**src/rtl/com_bus_arbiter_rr.sv**
```systemverilog
// Round-robin arbiter for the shared common bus: one processor owner at a time,
// with snoop-side and memory-snoop grants sequenced while the owner holds the bus.
module com_bus_arbiter_rr #(
    parameter int unsigned NUM_PROC  = 8,
    parameter int unsigned NUM_SNOOP = 4,
    parameter int unsigned MAX_HOLD  = 0,
    parameter int unsigned PID_W     = $clog2(NUM_PROC)
) (
    input  logic                 clk,
    input  logic                 rst_n,
    input  logic [NUM_PROC-1:0]  Com_Bus_Req_proc,
    input  logic [NUM_SNOOP-1:0] Com_Bus_Req_snoop,
    input  logic                 Mem_snoop_req,
    output logic [NUM_PROC-1:0]  Com_Bus_Gnt_proc,
    output logic [NUM_SNOOP-1:0] Com_Bus_Gnt_snoop,
    output logic                 Mem_snoop_gnt,
    output logic                 bus_busy,
    output logic [PID_W-1:0]     owner_id,
    output logic                 arb_timeout
);

    localparam int unsigned SID_W  = (NUM_SNOOP > 1) ? $clog2(NUM_SNOOP) : 1;
    localparam int unsigned HOLD_W = (MAX_HOLD > 0) ? $clog2(MAX_HOLD + 1) : 1;
    localparam logic [HOLD_W-1:0] HOLD_LAST  = HOLD_W'((MAX_HOLD > 0) ? MAX_HOLD - 1 : 0);
    localparam logic [HOLD_W-1:0] HOLD_MAX   = HOLD_W'(MAX_HOLD);
    localparam logic [PID_W-1:0]  PROC_LAST  = PID_W'(NUM_PROC - 1);
    localparam logic [SID_W-1:0]  SNOOP_LAST = SID_W'(NUM_SNOOP - 1);

    typedef enum logic {IDLE, OWN} state_t;

    state_t               state, state_n;
    logic [PID_W-1:0]     proc_ptr, proc_ptr_n, owner_n, pick_p;
    logic [SID_W-1:0]     snoop_ptr, snoop_ptr_n, pick_s;
    logic [HOLD_W-1:0]    hold_cnt, hold_n;
    logic [NUM_PROC-1:0]  gnt_proc_n;
    logic [NUM_SNOOP-1:0] gnt_snoop_n;
    logic                 mem_gnt_n, timeout_n;

    // First requester above ptr, wrapping; index 0 follows the last index.
    function automatic logic [PID_W-1:0] rr_proc(input logic [NUM_PROC-1:0] req,
                                                 input logic [PID_W-1:0] ptr);
        logic [PID_W-1:0] pick;
        logic             found;
        int unsigned      idx;
        pick  = ptr;
        found = 1'b0;
        for (int unsigned i = 1; i <= NUM_PROC; i++) begin
            idx = 32'(ptr) + i;
            if (idx >= NUM_PROC) idx = idx - NUM_PROC;
            if (!found && req[PID_W'(idx)]) begin
                pick  = PID_W'(idx);
                found = 1'b1;
            end
        end
        return pick;
    endfunction

    function automatic logic [SID_W-1:0] rr_snoop(input logic [NUM_SNOOP-1:0] req,
                                                  input logic [SID_W-1:0] ptr);
        logic [SID_W-1:0] pick;
        logic             found;
        int unsigned      idx;
        pick  = ptr;
        found = 1'b0;
        for (int unsigned i = 1; i <= NUM_SNOOP; i++) begin
            idx = 32'(ptr) + i;
            if (idx >= NUM_SNOOP) idx = idx - NUM_SNOOP;
            if (!found && req[SID_W'(idx)]) begin
                pick  = SID_W'(idx);
                found = 1'b1;
            end
        end
        return pick;
    endfunction

    // State and registered outputs
    always_ff @(posedge clk or negedge rst_n) begin
        if (!rst_n) begin
            state             <= IDLE;
            proc_ptr          <= PROC_LAST;
            snoop_ptr         <= SNOOP_LAST;
            hold_cnt          <= '0;
            Com_Bus_Gnt_proc  <= '0;
            Com_Bus_Gnt_snoop <= '0;
            Mem_snoop_gnt     <= 1'b0;
            bus_busy          <= 1'b0;
            owner_id          <= '0;
            arb_timeout       <= 1'b0;
        end else begin
            state             <= state_n;
            proc_ptr          <= proc_ptr_n;
            snoop_ptr         <= snoop_ptr_n;
            hold_cnt          <= hold_n;
            Com_Bus_Gnt_proc  <= gnt_proc_n;
            Com_Bus_Gnt_snoop <= gnt_snoop_n;
            Mem_snoop_gnt     <= mem_gnt_n;
            bus_busy          <= |gnt_proc_n;
            owner_id          <= owner_n;
            arb_timeout       <= timeout_n;
        end
    end

    // Next-state, ownership and snoop sub-arbitration
    always_comb begin
        state_n     = state;
        proc_ptr_n  = proc_ptr;
        snoop_ptr_n = snoop_ptr;
        hold_n      = hold_cnt;
        owner_n     = owner_id;
        gnt_proc_n  = Com_Bus_Gnt_proc;
        gnt_snoop_n = Com_Bus_Gnt_snoop;
        mem_gnt_n   = Mem_snoop_gnt;
        timeout_n   = 1'b0;
        pick_p      = rr_proc(Com_Bus_Req_proc, proc_ptr);
        pick_s      = rr_snoop(Com_Bus_Req_snoop, snoop_ptr);

        case (state)
            IDLE: begin
                gnt_proc_n  = '0;
                gnt_snoop_n = '0;
                mem_gnt_n   = 1'b0;
                if (|Com_Bus_Req_proc) begin
                    gnt_proc_n[pick_p] = 1'b1;
                    owner_n            = pick_p;
                    proc_ptr_n         = pick_p;
                    hold_n             = '0;
                    state_n            = OWN;
                end
            end
            OWN: begin
                if (!Com_Bus_Req_proc[owner_id]) begin
                    gnt_proc_n  = '0;
                    gnt_snoop_n = '0;
                    mem_gnt_n   = 1'b0;
                    state_n     = IDLE;
                end else if (MAX_HOLD != 0 && hold_cnt == HOLD_LAST) begin
                    gnt_proc_n  = '0;
                    gnt_snoop_n = '0;
                    mem_gnt_n   = 1'b0;
                    timeout_n   = 1'b1;
                    state_n     = IDLE;
                end else begin
                    if (MAX_HOLD != 0 && hold_cnt != HOLD_MAX) hold_n = hold_cnt + HOLD_W'(1);
                    // A cleared snoop/mem grant leaves one idle cycle before the next
                    if (|Com_Bus_Gnt_snoop) begin
                        if (!(|(Com_Bus_Gnt_snoop & Com_Bus_Req_snoop))) gnt_snoop_n = '0;
                    end else if (Mem_snoop_gnt) begin
                        if (!Mem_snoop_req) mem_gnt_n = 1'b0;
                    end else if (|Com_Bus_Req_snoop) begin
                        gnt_snoop_n         = '0;
                        gnt_snoop_n[pick_s] = 1'b1;
                        snoop_ptr_n         = pick_s;
                    end else if (Mem_snoop_req) begin
                        mem_gnt_n = 1'b1;
                    end
                end
            end
            default: state_n = IDLE;
        endcase
    end

endmodule

```
**config.mk**
```make
export PLATFORM = sky130hd
export DESIGN_NAME = com_bus_arbiter_rr
export DESIGN_NICKNAME = d
export VERILOG_FILES = /design/src/rtl/com_bus_arbiter_rr.sv
export SDC_FILE = /design/constraint.sdc
export NUM_CORES = 1
export LEC_CHECK = 0
export CAP_MARGIN = 10
export CORE_MARGIN = 10
export CORE_UTILIZATION = 60
export CTS_CLUSTER_DIAMETER = 100
export DETAILED_ROUTE_END_ITERATION = 16
export DONT_BUFFER_PORTS = 1
export GPL_ROUTABILITY_DRIVEN = 0
export PLACE_DENSITY = 0.73
export SLEW_MARGIN = 40
export SYNTH_ARGS = -nofsm -noshare
export SYNTH_HDL_FRONTEND = slang
export SYNTH_SLANG_ARGS = --single-unit
export TNS_END_PERCENT = 5
```
**constraint.sdc**
```tcl
create_clock -name clk -period 3.9 [get_ports clk]
set_clock_uncertainty 0.15 [all_clocks]
set_input_delay 0.78 -clock clk [delete_from_list [all_inputs] [get_ports clk]]
set_output_delay 0.78 -clock clk [all_outputs]
set_load 0.1 [all_outputs]
```
# Word-level counts from Yosys, hierarchy flattened
# Index checks and enable logic that the tools add are counted.
# W data, S select, Z words.
[op_classes]
addsub = 24
order_cmp = 29
eq_ne = 4
n_mux = 82
n_bitwise = 4
n_reduce_logical = 30
[ops]
columns = ["cell", "n"]
rows = [
  ["$mux W3", 16],
  ["$lt A3 B4 Y1 const B", 10],
  ["$mux W1", 32],
  ["$ge A4 B4 Y1 const B", 7],
  ["$bmux W1 S3", 9],
  ["$sub A3 B1 Y3 const B", 8],
  ["$mux W4", 5],
  ["$add A3 B3 Y4 const B", 4],
  ["$mux W2", 8],
  ["$mux W8", 2],
  ["$pmux W8 S2", 1],
  ["$reduce_or A8 Y1", 2],
  ["$lt A2 B3 Y1 const B", 5],
  ["$logic_and A1 B1 Y1", 12],
  ["$reduce_or A4 Y1", 3],
  ["$logic_not A1 Y1", 10],
  ["$ge A3 B3 Y1 const B", 3],
  ["$add A3 B2 Y4 const B", 2],
  ["$bmux W1 S2", 4],
  ["$pmux W4 S2", 1],
  ["$sub A2 B1 Y2 const B", 4],
  ["$add A2 B2 Y3 const B", 2],
  ["$add A3 B4 Y5 const B", 1],
  ["$ge A5 B4 Y1 const B", 1],
  ["other kinds (18)", 21],
]
[word_totals]
regBits = 23
inputBits = 15
out_inout_bits = 18
word_cells = 181

# Logic depth before layout (Yosys ltp)
# Gate-level depths: netlist of run 1.
[depth]
ltp_word = 34
mapped_depth = 12
ltp_nobuf = 9

# Worst setup path before layout of run 1
# Ideal clock, no wire load.
[synth_path]
path_type = "reg-to-reg"
startpoint = "register proc_ptr[1]"
endpoint = "register Com_Bus_Gnt_proc[2]"
setup_ps = 123
arrival_ps = 3218
required_time_ps = 3627
slack_ps = 409
stages_incl_launch_ff = 13
n_path_buf = 3
period_less_slack_ps = 3491
path_cell_list = "dfstp_2 -> buf_2 -> inv_1 -> ha_1 -> buf_6 -> mux4_2 -> mux2_2 -> o22ai_2 -> a21oi_1 -> a2111o_1 -> and2_4 -> buf_6 -> a32o_1"
[synth_via]
elab_chain_len = 33
elab_cells_between_ends = 84
classes_between = "16 x add/sub; 10 x order compare; 43 x mux; 15 x reduce/logical"
[synth_rtl]
columns = ["item", "line_no", "source"]
rows = [
  ["from (decl)", "32", "logic [PID_W-1:0] proc_ptr, proc_ptr_n, owner_n, pick_p;"],
  ["from (signal assigned)", "91", "proc_ptr <= proc_ptr_n;"],
  ["$add A3 B1 Y4", "48", "idx = 32'(ptr) + i;"],
  ["$ge A4 B4 Y1 or $sub A3 B1 Y3 (tied branches)", "49", "if (idx >= NUM_PROC) idx = idx - NUM_PROC;"],
  ["$mux W3", "49", ""],
  ["$bmux W1 S3", "50", "if (!found && req[PID_W'(idx)]) begin"],
  ["$mux W1 (implied by the code)", "50", ""],
  ["$mux W1", "50", ""],
  ["$logic_not A1 Y1", "50", ""],
  ["$logic_and A1 B1 Y1", "50", ""],
  ["[18 not listed]", "-", ""],
  ["$mux W3 *", "50", ""],
  ["$lt A3 B4 Y1 (implied by the code) or $ge A3 B1 Y1 (tied branches)", "123", "gnt_proc_n[pick_p] = 1'b1;"],
  ["$logic_and A1 B1 Y1 (implied by the code)", "123", ""],
  ["$mux W1 (implied by the code)", "123", ""],
  ["$demux W1 S3 *", "123", ""],
  ["$mux W8 *", "122", "if (|Com_Bus_Req_proc) begin"],
  ["$pmux W8 S2 *", "117", "case (state)"],
  ["via gnt_proc_n[2]", "35", "logic [NUM_PROC-1:0] gnt_proc_n;"],
  ["to (signal assigned)", "94", "Com_Bus_Gnt_proc <= gnt_proc_n;"],
  ["to (decl)", "14", "output logic [NUM_PROC-1:0] Com_Bus_Gnt_proc,"],
]
# The timed path passes the listed nets; every way through them passes the cells marked *. The select of a mux whose other input is x is not followed.
# A chain may end at the register's enable or synchronous reset.

# Worst setup path in the final report of run 1
[layout_path]
startpoint = "register proc_ptr[1]"
endpoint = "register Com_Bus_Gnt_proc[0]"
# The elaborated chain is that of the path after synthesis.

==> flow_summary.json, run 1 <==
{
  "finalHoldViolCount": 0,
  "final_antenna_net_count": 0,
  "first_pass_iters": 4,
  "timing.hold.worst.class": "input port to asynchronous set/reset pin",
  "critical_path_class": "flop to flop",
  "number_of_synthesized_flops_with_an_enable_pin": 0,
  "synthesis.nets": 217,
  "floorplan.die.width_um": 78.5,
  "slew_headroom": 0.418,
  "yosys_warnings": 0,
  "synth.yosys.seq_area_share": 0.283,
  "synth_area_um2": 2050,
  "synth.top_cells.by_area": "sky130_fd_sc_hd__dfrtp_1 (22%), sky130_fd_sc_hd__mux4_2 (11%), sky130_fd_sc_hd__mux4_1 (9.0%), sky130_fd_sc_hd__dfstp_2 (6.4%), sky130_fd_sc_hd__mux2i_1 (5.9%)",
  "growth_of_design_area_from_synthesis_to_finish_pct": 5.36,
  "synth_top_cell_by_area": "sky130_fd_sc_hd__dfrtp_1",
  "first_global_vias": 1642,
  "drive_gt1_frac": 0.239,
  "placement.io_buffers": 0,
  "synth.distinct_cells": 56,
  "post_layout_minimum_cycle_time_ns": 3.38,
  "rsz0062_at_grt": "no",
  "worstPathCellList": "inv_1 -> ha_1 -> mux4_2 -> mux2_2 -> o22ai_2 -> a21oi_1 -> a2111o_1 -> and2_4 -> o31ai_1",
  "core_area_um2": 3310,
  "clkSinkCount": 23,
  "fin_crit_sh": 0.866,
  "capturing_element_of_the_worst_setup_path": "Com_Bus_Gnt_proc[0]$_DFF_PN0_",
  "n_fill_cell": 282,
  "tns_ns": 0,
  "run_status": "finished clean",
  "arrival_time_of_the_worst_setup_path_ns": 3.44,
  "detail_route.wl_per_cell_um": 19.6,
  "synth_top_cells_by_count": "sky130_fd_sc_hd__nand2_1 (24), sky130_fd_sc_hd__dfrtp_1 (18), sky130_fd_sc_hd__a21oi_1 (14)",
  "grt_start_max_net_pins": 19,
  "io_pins": 33,
  "routed-via-count": 1727,
  "timing.critical_path.from_type": "flop",
  "synth_top_area_frac": 0.219,
  "number_of_rows_created_at_floorplan": 21,
  "tritoncts": "built",
  "dp.final_hpwl_um": 3720,
  "global_route.overflow_total": 0,
  "floorplan.initialDensity": 0.620,
  "max_cap_viol_count": 0,
  "startpoint": "proc_ptr[1]$_DFFE_PN1P_",
  "post_synth.cell_area_avg_um2": 10.3,
  "synth-async-reset-ratio": 1.00,
  "fmax_ghz": 0.296,
  "rr_startpoint": "proc_ptr[1]$_DFFE_PN1P_",
  "drt-vias-per-instance": 6.88,
  "wire_length_of_the_first_global_routing_pass_um": 8050,
  "yosys_register_bits": 23,
  "grt_usage": 0.154,
  "report.final.setup_viol": 0,
  "worst_path_max_delay_cell": "sky130_fd_sc_hd__mux4_2",
  "cts.reportedPaths.clkPinSlew_ns": 0.13,
  "die_h_um": 78.5,
  "clock_latency_ns": 0.32,
  "synthMostInstantiatedCell": "sky130_fd_sc_hd__nand2_1",
  "critical-path-max-stage-delay_ns": 0.61,
  "resized_cells_post_cts": 0,
  "antennaDiodeCount": 0,
  "worst-r2r-cell-count": 9,
  "detail_route.drc_violations": 0,
  "worst-path-max-fanout": 8,
  "die_area_um2": 6160,
  "synth_flop_type": "sky130_fd_sc_hd__dfrtp_1",
  "drt_first_iter_violations": 115,
  "route.final.wire_length_um": 4920,
  "cp.required_ns": 3.97,
  "syn_inst": 200,
  "nets": 223,
  "clockRootBuffer": "sky130_fd_sc_hd__clkbuf_4",
  "number_of_antenna_violations_at_the_first_check_in_global_routing": 0,
  "htree_num_levels": 1,
  "cts.path.max_buffers": 2,
  "r2r_slack_ns": 0.52,
  "end_kind": "flop",
  "least_margin_pin_slew_ns": 0.873,
  "finalMaxSlewViolations": 0,
  "tritoncts.num_buffers": 3,
  "critical_path.reg2reg.endpoint": "Com_Bus_Gnt_proc[0]$_DFF_PN0_"
}
worst max-delay path, delay by kind of cell (launching register included):
| family | cells | cell delay, ns |
|---|---|---|
| flops | 1 | 0.55 |
| compound gates | 4 | 0.86 |
| fa+ha+maj | 1 | 0.52 |
| simple gates | 1 | 0.18 |
| mux | 2 | 0.91 |
| buf+inv | 1 | 0.10 |
cell families after synthesis:
logic type,count (synthesis),share of synthesized area
other cells,1,0.00183
xor+xnor,4,0.0171
fa+ha+maj,2,0.0122
simple gates,63,0.163
compound gates,57,0.197
flops,23,0.283
mux,33,0.280
buf+inv,17,0.0457
registers in the layout (all words and copies together), names as in the netlist:
register and count:
state 1, bus_busy 1, proc_ptr 3, Com_Bus_Gnt_snoop 4, Com_Bus_Gnt_proc 8, owner_id 3, snoop_ptr 2, Mem_snoop_gnt 1
per-layer routing:
layer / routed length, um / global-route usage / share of wire / vias up
met5: 0 / 0 / 0 / -
met4: 23 / 0.0269 / 0.0047 / 0
met3: 384 / 0.0421 / 0.078 / 4
met2: 2520 / 0.262 / 0.51 / 65
met1: 1990 / 0.193 / 0.40 / 858
li1: - / - / - / 800
how the worst min path moves through the flow:
stage	depth (start not counted)	startpoint	endpoint	slack, ns
2_1_floorplan	0	rst_n	Com_Bus_Gnt_proc[0]$_DFF_PN0_	0.33
3_3_place_gp	0	rst_n	Com_Bus_Gnt_snoop[0]$_DFFE_PN0P_	0.34
3_5_place_dp	0	rst_n	Com_Bus_Gnt_snoop[3]$_DFFE_PN0P_	0.34
4_1_cts	0	rst_n	proc_ptr[0]$_DFFE_PN1P_	0.14
5_1_grt	0	rst_n	snoop_ptr[1]$_DFFE_PN1P_	0.11
6_report	0	rst_n	proc_ptr[0]$_DFFE_PN1P_	0.13
layout make-up:
cell class / count / area [um^2] / share of cell area
clock inverters: 1 / 5.00 / 0.00231
well taps: 46 / 57.6 / 0.0266
flip-flops and latches: 23 / 598 / 0.276
clock buffers: 3 / 22.5 / 0.0104
inverters: 8 / 30.0 / 0.0139
multi-input cells: 160 / 1380 / 0.637
repair buffers: 10 / 72.6 / 0.0335
cell usage in the layout (no fill, tap or decap), types with 2 or more instances in the layout:
cell                       instances
sky130_fd_sc_hd__xor2_1            2
sky130_fd_sc_hd__a22o_1            2
sky130_fd_sc_hd__o21a_1            2
sky130_fd_sc_hd__nand3_1           2
sky130_fd_sc_hd__a22oi_1           4
sky130_fd_sc_hd__nor4_1            5
sky130_fd_sc_hd__dfrtp_2          13
sky130_fd_sc_hd__clkbuf_4          3
sky130_fd_sc_hd__nor3_1            2
sky130_fd_sc_hd__nand3b_1          3
sky130_fd_sc_hd__buf_4             9
sky130_fd_sc_hd__xnor2_1           2
sky130_fd_sc_hd__dfstp_2           5
sky130_fd_sc_hd__nand2b_1          3
sky130_fd_sc_hd__dfrtp_1           5
sky130_fd_sc_hd__mux4_2           10
sky130_fd_sc_hd__mux4_1            7
sky130_fd_sc_hd__inv_1             7
sky130_fd_sc_hd__nor2_1           11
sky130_fd_sc_hd__o32ai_1           2
sky130_fd_sc_hd__ha_1              2
sky130_fd_sc_hd__o21ai_0           8
sky130_fd_sc_hd__and2_1            2
sky130_fd_sc_hd__o31ai_1           4
sky130_fd_sc_hd__nor2b_1           2
sky130_fd_sc_hd__nand2_1          24
sky130_fd_sc_hd__mux2i_1          12
sky130_fd_sc_hd__a21oi_1          14
sky130_fd_sc_hd__a21o_1            3
sky130_fd_sc_hd__mux2_2            3
sky130_fd_sc_hd__a221oi_1          3
sky130_fd_sc_hd__a32o_1            4
stage by stage:
stage	cells	hold WS, ns	worst slack, ns	util	instance area, um^2
after floorplan	200	0.334	0.409	-	2050
after global placement	246	0.335	0.604	0.639	2110
after detailed placement	246	0.335	0.555	0.644	2130
after CTS	251	0.136	0.535	0.655	2170
after global routing	251	0.114	0.352	0.653	2160
final	251	0.134	0.524	0.653	2160
repair_timing:
action	CTS	global route
hold buffers	1	0
hold endpoints to repair	18	0
setup buffers	0	0
Power of run 1 is not shown: default switching activity piles up to over one toggle a cycle in this logic, so the estimate is an artifact.
==> run 2, diff against run 1 <==
Settings changed: CORE_UTILIZATION 60 to 35, PLACE_DENSITY 0.73 to 0.46.
==> run 2 against run 1 <==
  * Clock-buffer cell count did not move
  * Global-route usage fell by 3.2 points
  * Worst setup slack got worse by 0.068 ns
  * Via count fell by 2.2%
  * Highest routed layer unchanged
==> flow_summary.json, run 2 (synthesis results as in run 1) <==
{
  "antennaDiodeCount": 0,
  "critical_path_class": "flop to flop",
  "run_status": "finished clean",
  "met3_use_gr": 0.0301,
  "global_route.peak_usage_layer": "met2",
  "clock_latency_ns": 0.26,
  "clkSinkCount": 23,
  "detail_route.wl_per_cell_um": 19.9,
  "slew_headroom": 0.418,
  "tritoncts.num_buffers": 3,
  "number_of_rows_created_at_floorplan": 27,
  "least_margin_pin_slew_ns": 0.874,
  "post_layout_minimum_cycle_time_ns": 3.44,
  "global_route.overflow_total": 0,
  "first_pass_iters": 4,
  "mostFrequentLayoutCells": "sky130_fd_sc_hd__nand2_1 (24), sky130_fd_sc_hd__a21oi_1 (14), sky130_fd_sc_hd__dfrtp_2 (13)",
  "tns_ns": 0,
  "grtUsageMet1": 0.144,
  "grt_start_max_net_pins": 24,
  "finalMaxSlewViolations": 0,
  "drt_first_iter_violations": 128,
  "fin_crit_sh": 0.883,
  "timing.critical_path.from_type": "flop",
  "number_of_antenna_violations_at_the_first_check_in_global_routing": 0,
  "dp.final_hpwl_um": 4340,
  "mostFrequentLayoutCell": "sky130_fd_sc_hd__nand2_1",
  "core_area_um2": 5610,
  "n_fill_cell": 586,
  "end_kind": "flop",
  "die_area_um2": 9330,
  "floorplan.initialDensity": 0.366,
  "largest_register_ffs": 8,
  "growth_of_design_area_from_synthesis_to_finish_pct": 7.98,
  "detail_route.drc_violations": 0,
  "placement.io_buffers": 0,
  "first_global_vias": 1686,
  "whs_ns": 0.0488,
  "worst-path-max-fanout": 11,
  "timing.hold.worst.class": "input port to asynchronous set/reset pin",
  "routed-via-count": 1689,
  "resized_cells_post_cts": 0,
  "clockRootBuffer": "sky130_fd_sc_hd__clkbuf_8",
  "max_flop_register": "Com_Bus_Gnt_proc",
  "cts_setup_buffers": 0,
  "layoutNonFillerInstCount": 277,
  "post_place_worst_slack_ns": 0.484,
  "route.final.wire_length_um": 5520,
  "biggestRegsByFlops": "Com_Bus_Gnt_proc (8), Com_Bus_Gnt_snoop (4)",
  "htree_num_levels": 1,
  "io_pins": 33,
  "cp.required_ns": 3.91,
  "final_antenna_net_count": 0,
  "drive_gt1_frac": 0.239,
  "nets": 223,
  "finalWorstSetupSlack_ns": 0.456,
  "dp.cells": 273,
  "fmax_ghz": 0.290,
  "tritoncts": "built",
  "cts.reportedPaths.clkPinSlew_ns": 0.09,
  "ctsHoldBuffers": 0,
  "max_cap_viol_count": 0,
  "report.final.setup_viol": 0,
  "cts.path.max_buffers": 2,
  "finalHoldViolCount": 0,
  "rsz0062_at_grt": "no",
  "arrival_time_of_the_worst_setup_path_ns": 3.45,
  "grt_usage": 0.122,
  "floorplan.die.width_um": 96.6,
  "met2_usage": 0.220,
  "wire_length_of_the_first_global_routing_pass_um": 9120,
  "die_h_um": 96.6,
  "drt-vias-per-instance": 6.10
}
## run 2: changes by cell type in the layout (fill, tap and decap cells not counted), sizes merged
cell	change
clkbuf	-1
buf	+1
## run 2: stage by stage
| step | utilization | area [um^2] |
|---|---|---|
| 5_1_grt | 0.395 | 2220 |
| 4_1_cts | 0.395 | 2220 |
| 3_3_place_gp | 0.384 | 2150 |
| 3_5_place_dp | 0.387 | 2170 |
| 2_1_floorplan | - | 2050 |
| 6_report | 0.395 | 2220 |
## run 2: worst max-delay path: stages (launching register included)
cell and delay (ns):
sky130_fd_sc_hd__dfstp_2 0.54, sky130_fd_sc_hd__inv_1 0.10, sky130_fd_sc_hd__ha_1 0.58, sky130_fd_sc_hd__mux4_2 0.62
sky130_fd_sc_hd__mux2i_1 0.30, sky130_fd_sc_hd__a21oi_1 0.14, sky130_fd_sc_hd__a211oi_1 0.28, sky130_fd_sc_hd__o32ai_1 0.16
sky130_fd_sc_hd__and2_4 0.21, sky130_fd_sc_hd__o31ai_1 0.26
## run 2: final timing paths
path                                          startpoint                          endpoint  slack, ns  cells past startpoint
worst max-delay path             proc_ptr[1]$_DFFE_PN1P_     Com_Bus_Gnt_proc[4]$_DFF_PN0_       0.46                      9
worst min-delay path                               rst_n  Com_Bus_Gnt_snoop[1]$_DFFE_PN0P_       0.05                      0
worst max register to register   proc_ptr[1]$_DFFE_PN1P_     Com_Bus_Gnt_proc[4]$_DFF_PN0_       0.46                      9
worst min register to register  snoop_ptr[0]$_DFFE_PN1P_          snoop_ptr[0]$_DFFE_PN1P_       0.43                      1
max in group asynchronous                          rst_n           proc_ptr[0]$_DFFE_PN1P_       3.37                      0
min in group clk                snoop_ptr[0]$_DFFE_PN1P_          snoop_ptr[0]$_DFFE_PN1P_       0.43                      1
## run 2: cell type report
type                    count  area [um^2]  area share
multi-input cells         160         1380       0.621
flip-flops and latches     23          598       0.270
well taps                  72         90.1      0.0406
repair buffers             10         75.1      0.0339
clock buffers               3         41.3      0.0186
inverters                   8         30.0      0.0135
clock inverters             1         5.00     0.00226
## run 2: layer usage
metal  vias up  wire length [um]
li1        795                 -
met1       848              2210
met2        44              2960
met3         2               333
met4         0                15
met5         -                 0
Power of run 2 is left out for the same reason.
==> run 3, diff against run 2 <==
Settings changed: CORE_UTILIZATION 35 to 51, PLACE_DENSITY 0.46 to 0.63.
==> run 3 against run 2 <==
  * Sequential cell count did not move
  * Largest cell class unchanged
  * Critical path type unchanged
  * Sequential share of layout area rose by 0.62 points
  * Worst setup slack got worse by 0.23 ns
  * Die area fell by 25%
  * Hold slack improved by 0.0054 ns
  * Design area fell by 2.3%
==> flow_summary.json, run 3 (synthesis results as in run 1) <==
{
  "nets": 220,
  "max_cap_viol_count": 0,
  "wire_length_of_the_first_global_routing_pass_um": 8140,
  "clockRootBuffer": "sky130_fd_sc_hd__clkbuf_8",
  "post_layout_minimum_cycle_time_ns": 3.68,
  "biggestRegsByFlops": "Com_Bus_Gnt_proc (8), Com_Bus_Gnt_snoop (4)",
  "die_area_um2": 6960,
  "grt_usage": 0.135,
  "antennaDiodeCount": 0,
  "first_pass_iters": 5,
  "startpoint": "proc_ptr[1]$_DFFE_PN1P_",
  "rr_startpoint": "proc_ptr[1]$_DFFE_PN1P_",
  "end_kind": "flop",
  "detail_route.wl_per_cell_um": 19.7,
  "route.final.wire_length_um": 4970,
  "mostFrequentLayoutCells": "sky130_fd_sc_hd__nand2_1 (24), sky130_fd_sc_hd__a21oi_1 (14), sky130_fd_sc_hd__dfrtp_2 (13)",
  "drive_gt1_frac": 0.228,
  "run_status": "finished clean",
  "tns_ns": 0,
  "routed-via-count": 1708,
  "mostFrequentLayoutCell": "sky130_fd_sc_hd__nand2_1",
  "floorplan.initialDensity": 0.521,
  "grt_start_max_net_pins": 24,
  "arrival_time_of_the_worst_setup_path_ns": 3.68,
  "drt_first_iter_violations": 130,
  "drt-vias-per-instance": 6.78,
  "stdcell_area_um2": 2170,
  "dp.final_hpwl_um": 3790,
  "cp.required_ns": 3.91,
  "htree_num_levels": 1,
  "largest_register_ffs": 8,
  "clkSinkCount": 23,
  "critical_path_class": "flop to flop",
  "growth_of_design_area_from_synthesis_to_finish_pct": 5.55,
  "detail_route.drc_violations": 0,
  "timing.critical_path.from_type": "flop",
  "rsz0062_at_grt": "no",
  "io_pins": 33,
  "cts.path.max_buffers": 2,
  "finalHoldViolCount": 0,
  "first_global_vias": 1623,
  "tritoncts": "built",
  "number_of_antenna_violations_at_the_first_check_in_global_routing": 0,
  "dp.cells": 248,
  "worst-path-max-fanout": 14,
  "floorplan.die.width_um": 83.5,
  "core_area_um2": 3940,
  "cts.reportedPaths.clkPinSlew_ns": 0.08,
  "timing.hold.worst.class": "input port to asynchronous set/reset pin",
  "die_h_um": 83.5,
  "ctsHoldBuffers": 0,
  "clock_latency_ns": 0.26,
  "number_of_rows_created_at_floorplan": 23,
  "final_antenna_net_count": 0,
  "cts_setup_buffers": 0,
  "resized_cells_post_cts": 0,
  "fmax_ghz": 0.272,
  "fin_crit_sh": 0.943,
  "layoutNonFillerInstCount": 252,
  "finalMaxSlewViolations": 0,
  "placement.io_buffers": 0,
  "least_margin_pin_slew_ns": 0.882,
  "global_route.overflow_total": 0,
  "report.final.setup_viol": 0,
  "tritoncts.num_buffers": 3,
  "place_area_um2": 2120,
  "max_flop_register": "Com_Bus_Gnt_proc",
  "slew_headroom": 0.412
}
[run 3: cell types whose count changed in the layout (fill, tap and decap cells not counted)]
cell / delta
sky130_fd_sc_hd__buf_4: -3
[run 3: worst paths after layout]
check                                                 to  slack (ns)  cells after the start
setup / recovery           Com_Bus_Gnt_proc[4]$_DFF_PN0_        0.22                     10
hold / removal                 Mem_snoop_gnt$_DFFE_PN0P_        0.05                      0
setup reg to reg           Com_Bus_Gnt_proc[4]$_DFF_PN0_        0.22                     10
hold reg to reg                 snoop_ptr[0]$_DFFE_PN1P_        0.42                      1
max in group asynchronous       snoop_ptr[1]$_DFFE_PN1P_        3.37                      0
min in group clk                snoop_ptr[0]$_DFFE_PN1P_        0.42                      1
[run 3: final cells by class]
class,instances,area [um^2]
inverter,8,30.0
timing repair buffer,7,52.6
fill,350,1780
tap,50,62.6
multi-input combinational,160,1380
clock inverter,1,5.00
sequential,23,598
clock buffer,3,41.3
[run 3: per-stage QoR]
stage / worst slack [ns] / utilization / hold WS, ns
2_1_floorplan: 0.409 / - / 0.334
3_3_place_gp: 0.354 / 0.534 / 0.335
3_5_place_dp: 0.258 / 0.538 / 0.335
4_1_cts: 0.235 / 0.550 / 0.0462
5_1_grt: 0.0242 / 0.550 / 0.0314
6_report: 0.223 / 0.550 / 0.0542
[run 3: critical path: stages, from the launching register on]
cell and delay, ns:
sky130_fd_sc_hd__dfstp_2 0.73, sky130_fd_sc_hd__inv_1 0.19, sky130_fd_sc_hd__ha_1 0.56, sky130_fd_sc_hd__buf_4 0.22
sky130_fd_sc_hd__mux2i_1 0.08, sky130_fd_sc_hd__mux4_2 0.53, sky130_fd_sc_hd__o21a_1 0.14, sky130_fd_sc_hd__nor4b_1 0.36
sky130_fd_sc_hd__o32ai_1 0.16, sky130_fd_sc_hd__and2_4 0.21, sky130_fd_sc_hd__o31ai_1 0.26
[run 3: per-layer routing]
metal	GRT usage	part of all wire	vias up
li1	-	-	796
met1	0.175	0.43	827
met2	0.218	0.48	83
met3	0.0449	0.088	2
met4	0.0167	0.0044	0
met5	0	0	-
Power of run 3 is left out for the same reason.
